## src/rtl/regfile_write_scheduler.sv

```systemverilog
// Write-port scheduler for the 16 x 18-bit register file: round-robin arbitration
// between ALU (A) and load/immediate (B) writeback, plus a zeroing scrub sweep.
module regfile_write_scheduler #(
    parameter int DATA_WIDTH = 18,
    parameter int ADDR_WIDTH = 4,
    parameter int NUM_REGS   = 16
) (
    input  logic                  CPU_CLOCK,
    input  logic                  CLEAR_N,
    input  logic                  A_VALID,
    input  logic [ADDR_WIDTH-1:0] A_REG,
    input  logic [DATA_WIDTH-1:0] A_DATA,
    output logic                  A_READY,
    input  logic                  B_VALID,
    input  logic [ADDR_WIDTH-1:0] B_REG,
    input  logic [DATA_WIDTH-1:0] B_DATA,
    output logic                  B_READY,
    input  logic                  SCRUB_START,
    output logic                  SCRUB_BUSY,
    output logic                  REG_WRITE_ENABLE,
    output logic [ADDR_WIDTH-1:0] WRITE_REG,
    output logic [DATA_WIDTH-1:0] WRITE_DATA
);

    typedef enum logic {ARB, SCRUB} state_t;

    localparam logic [ADDR_WIDTH-1:0] LAST_REG = ADDR_WIDTH'(NUM_REGS - 1);

    state_t                state;
    logic                  prio_b;
    logic [ADDR_WIDTH-1:0] cnt;
    logic                  arb_open;
    logic                  grant_a;
    logic                  grant_b;

    // Readies are gated by CLEAR_N so they read 0 the moment reset is asserted.
    assign arb_open = CLEAR_N && (state == ARB) && !SCRUB_START;
    assign grant_a  = arb_open && A_VALID && (!B_VALID || !prio_b);
    assign grant_b  = arb_open && B_VALID && (!A_VALID || prio_b);

    assign A_READY    = grant_a;
    assign B_READY    = grant_b;
    assign SCRUB_BUSY = (state == SCRUB);

    always_ff @(posedge CPU_CLOCK or negedge CLEAR_N) begin
        if (!CLEAR_N) begin
            state            <= ARB;
            prio_b           <= 1'b0;
            cnt              <= '0;
            REG_WRITE_ENABLE <= 1'b0;
            WRITE_REG        <= '0;
            WRITE_DATA       <= '0;
        end else begin
            case (state)
                ARB: begin
                    if (SCRUB_START) begin
                        state            <= SCRUB;
                        cnt              <= '0;
                        REG_WRITE_ENABLE <= 1'b0;
                    end else if (grant_a) begin
                        REG_WRITE_ENABLE <= 1'b1;
                        WRITE_REG        <= A_REG;
                        WRITE_DATA       <= A_DATA;
                        prio_b           <= 1'b1;
                    end else if (grant_b) begin
                        REG_WRITE_ENABLE <= 1'b1;
                        WRITE_REG        <= B_REG;
                        WRITE_DATA       <= B_DATA;
                        prio_b           <= 1'b0;
                    end else begin
                        REG_WRITE_ENABLE <= 1'b0;
                    end
                end
                SCRUB: begin
                    REG_WRITE_ENABLE <= 1'b1;
                    WRITE_REG        <= cnt;
                    WRITE_DATA       <= '0;
                    cnt              <= cnt + 1'b1;
                    if (cnt == LAST_REG) begin
                        state <= ARB;
                    end
                end
                default: state <= ARB;
            endcase
        end
    end

endmodule

```

## config.mk

```make
export PLATFORM = sky130hd
export DESIGN_NAME = regfile_write_scheduler
export DESIGN_NICKNAME = d
export VERILOG_FILES = /design/src/rtl/regfile_write_scheduler.sv
export SDC_FILE = /design/constraint.sdc
export NUM_CORES = 1
export LEC_CHECK = 0
export CAP_MARGIN = 25
export CORE_MARGIN = 1
export CORE_UTILIZATION = 38
export CTS_BUF_LIST = sky130_fd_sc_hd__clkbuf_8
export DETAILED_ROUTE_END_ITERATION = 6
export PLACE_DENSITY = 0.78
export SLEW_MARGIN = 20
export SYNTH_ARGS = -nofsm -noshare
export SYNTH_HDL_FRONTEND = slang
export SYNTH_SLANG_ARGS = --single-unit
```

## constraint.sdc

```tcl
create_clock -name CPU_CLOCK -period 1.6 [get_ports CPU_CLOCK]
set_input_delay 0.4 -clock CPU_CLOCK [delete_from_list [all_inputs] [get_ports CPU_CLOCK]]
set_output_delay 0.4 -clock CPU_CLOCK [all_outputs]
set_load 0.05 [all_outputs]
```

# [Word-level counts from Yosys, hierarchy flattened]
# Cells that the tools add are included.
[word_totals] regBits=29 in_bits=49 elab_cells=47
[op_classes] add_sub_neg=1 eq_ne=4 mux=19 n_bitwise=2 reduce_logical=15
[ops] cell="$mux W18" count=3
[ops] cell="$pmux W18 S2" count=1
[ops] cell="$mux W4" count=4
[ops] cell="$pmux W4 S2" count=2
[ops] cell="$mux W1" count=7
[ops] cell="$logic_and A1 B1 Y1" count=6
[ops] cell="$add A4 B1 Y4 const B" count=1
[ops] cell="$eq A4 B4 Y1 const B" count=1
[ops] cell="$logic_not A1 Y1" count=4
[ops] cell="$ne A2 B2 Y1 const B" count=2
[ops] cell="$pmux W1 S2" count=2
[ops] cell="$ne A3 B3 Y1 const B" count=1
[ops] cell="$reduce_and A3 Y1" count=1
[ops] cell="$logic_or A1 B1 Y1" count=2
[ops] cell="$not A1 Y1" count=2
[ops] cell="$reduce_and A2 Y1" count=1
[ops] cell="$reduce_bool A2 Y1" count=1

# [Logic depth before layout (Yosys ltp)]
[logic_depth] word_depth=9 depth_mapped=6 ltp_nobuf=4

# [Worst setup path after synthesis]
# OpenSTA, ideal clock, no wires.
[synth_timing] path_type="register to output" from="reg state (netlist: SCRUB_BUSY)" to="out B_READY" t_arrival_ns=2.371 required_ns=1.200 slack_ns=-1.171 path_stages_with_launch=5 path_buffers=2 cell_sequence="dfrtp_1 -> buf_6 -> or3b_1 -> buf_6 -> nor3_1"
[synth_between] elab_chain_len=5
[synth_rtl] element="start, declared" line="29" source="state_t state;"
[synth_rtl] element="start signal, assigned" line="47" source="state <= ARB;"
[synth_rtl] element="start signal, assigned" line="57" source="state <= SCRUB;"
[synth_rtl] element="start signal, assigned" line="80" source="state <= ARB;"
[synth_rtl] element="$not A1 Y1"
[synth_rtl] element="$logic_and A1 B1 Y1 (2 in a row)" line="37" source="assign arb_open = CLEAR_N && (state == ARB) && !SCRUB_START;"
[synth_rtl] element="$logic_and A1 B1 Y1 (2 in a row)" line="39" source="assign grant_b = arb_open && B_VALID && (!A_VALID || prio_b);"
[synth_rtl] element="end, declared" line="17" source="output logic B_READY,"
# No other way between the ends.

# [Worst setup path after layout]
# Ends and elaborated chain as after synthesis.

==> reports/metrics.yaml <==
global_routing:
  first_global_vias: 1506
  overflow: 0
  globalRouteTotalUtil_pct: 21.9
  antenna_found_initial: 0
  grt_pass1_wl_um: 7040
  grt_max_degree: 37
layout:
  final_common_cell: "clkdlybuf4s50_1"
  num-fill-cells: 251
  final_cell_mix: "clkdlybuf4s50_1, mux2i_1, buf_12, dfrtp_1, nand2b_1"
  fin_util_pct: 73.7
  drive_gt1_share_pct: 28.4
  area_delta_synth_final_pct: 86.3
  n_antenna_cell: 0
  nNetsFinal: 278
clock_network:
  clkTransAtPathRegs_ps: 70
  clock_latency_ps: 290
  cts_root_buf: "clkbuf_8"
  clockBufferDepth: 2
  cts_buffers: 5
  cts_tree: "yes"
  postCtsHoldBufs: 0
  cts.sinks: 29
  h-tree-depth: 2
worst_setup_path:
  crit_path_top_delay_cell: "or3b_4"
  crit_chain: "or3b_4, nor3_4, buf_12"
  r2r_end: "WRITE_DATA[0]"
  worstSetupEndpointType: "output port"
  startpoint_type: "flip-flop"
  reg2reg_depth: 8
  arrival_ps: 1510
  reg2reg_from: "SCRUB_BUSY"
  path_class: "flip-flop to output port"
  critPathLaunch: "SCRUB_BUSY"
  required_ps: 1200
  r2r_setup_slack_ps: -270
  crit_buf_inv: 1
  critPathTopFamily: "simple AND/OR/NAND/NOR gates"
  crit_path_max_fanout: 3
  crit_path_max_incr_delay_ps: 420
drt:
  detail-route-antenna-nets: 0
  vias_per_cell: 5.13
  wl_per_cell_um: 15.7
  drc_errors: 0
  totalWireLength_um: 4380
  dr.pass1.iters: 6
  num_vias: 1432
  drtIter0Drc: 39
sta:
  rsz0062_at_grt: "true"
  holdWs_ps: 227
  relSlewSlack_pct: 74.7
  clock.fmax_mhz: 523
  min_period_ps: 1910
  finalWorstSetupSlack_ps: -312
  fin_crit_sh_pct: 119
  maxSlewViolCount: 0
  hold_viol: 0
  finClkSkew_ps: 5.83
  worst_pin_slew_ps: 377
  setup-violations-final: 22
synth:
  netlist_top_cells_area: "dfrtp_1, mux2i_1, nand2b_1"
  synth_edf_count: 0
  syn_nets: 186
  synthFlopType: "dfrtp_1"
  ys_ff_latch: 29
  syn_inst: 136
  synth.distinct_cells: 30
  yosysWarnings: 0
  seq_area_frac_synth_pct: 46.2
  ys_async_sr_fraction_pct: 100
  synth_top_area_cell: "dfrtp_1"
  syn_area_mm2: 0.00157
  avgSynthCellArea_um2: 11.6
  yosysTopAreaCellShare_pct: 46.2
floorplan:
  std_cell_rows: 23
  die_w_um: 66.3
  core_mm2: 0.00397
  die_area_mm2: 0.00440
  initial_core_util_pct: 39.6
  dieHeight_um: 66.3
  io-pin-count: 75
job:
  maxCapViolations: 0
power:
  p_per_area_mw_per_mm2: 1130
  max-vdd-ir-drop_mv: 0.842
  p_leak_uw: 0.00129
placement:
  place_congestion: 0.752
  dp_hpwl_um: 3150
  numPortBuffers: 74
status:
  status: "finished, violations left"
  violations: "negative setup slack"
min_path:
  hp-class: "input pin to async pin"
[through the flow]
step                      cell area [um^2]  setup TNS, ps  std cells  power [uW]  setup WS [ps]
after floorplan                       1590          -2480        136        1910           -444
after global placement                2710         -12370        265        2590           -585
after detailed placement              2710         -13090        265        2650           -591
after CTS                             2860          -3260        276        3270           -317
after global routing                  2930          -5720        279        3470           -340
final                                 2930          -4850        279        3310           -312
[logic make-up after synthesis]
| group | after synthesis | share of synthesized area [%] |
|---|---|---|
| buf+inv | 10 | 4.62 |
| mux | 39 | 24.8 |
| flops | 29 | 46.2 |
| compound gates | 17 | 7.64 |
| xor+xnor | 2 | 1.11 |
| fa+ha+maj | 1 | 0.796 |
| simple gates | 38 | 14.8 |
[power by group]
group | internal [uW] | total [uW] | leakage (uW) | switching [uW]
clock network | 294 | 579 | 0.0000491 | 285
registers | 896 | 1080 | 0.000377 | 183
logic | 856 | 1650 | 0.000867 | 798
total | 2050 | 3310 | 0.00129 | 1270
[area by class of cell]
cell class              instances  area [um^2]  area share [%]
multi-input cells              97          817            27.9
repair buffers                 94         1230            42.2
flip-flops and latches         29          727            24.8
clock inverters                 3         13.8           0.470
inverters                       1         3.75           0.128
well taps                      50         62.6            2.14
clock buffers                   5         68.8            2.35
[synthesized netlist by cell type (2+ instances only)]
master,number
o21ai_0,6
buf_2,3
o221ai_1,3
mux2i_1,39
clkbuf_1,3
nand2_1,5
nor2b_1,2
nor2_1,4
dfrtp_1,29
nand2b_1,21
buf_6,2
[worst max path at each step]
stage,to,depth (start not counted),slack (ps)
finish,B_READY,3,-310
global route,B_READY,3,-340
CTS,B_READY,3,-320
detailed placement,B_READY,4,-590
global placement,B_READY,4,-580
floorplan,B_READY,4,-440
[sequential cells by signal, summed over array words and instances (netlist names)]
| signal | cells |
|---|---|
| cnt | 4 |
| WRITE_REG | 4 |
| REG_WRITE_ENABLE | 1 |
| SCRUB_BUSY | 1 |
| WRITE_DATA | 18 |
| prio_b | 1 |
[timing repair]
item | CTS | global route
resized for setup | 6 | 14
cloned | 1 | 0
pin swaps | 2 | 8
endpoints found under the setup margin | 26 | 25
setup buffers | 2 | 4
[per-layer routing]
| metal | GRT usage (%) | up-vias | part of all wire (%) |
|---|---|---|---|
| met4 | 7.98 | 0 | 1.3 |
| met2 | 38.4 | 70 | 51 |
| met1 | 25.6 | 689 | 41 |
| li1 | - | 666 | - |
| met5 | 0 | - | 0 |
| met3 | 5.34 | 7 | 6.9 |
Note: power is estimated with default switching activity, not from simulation.
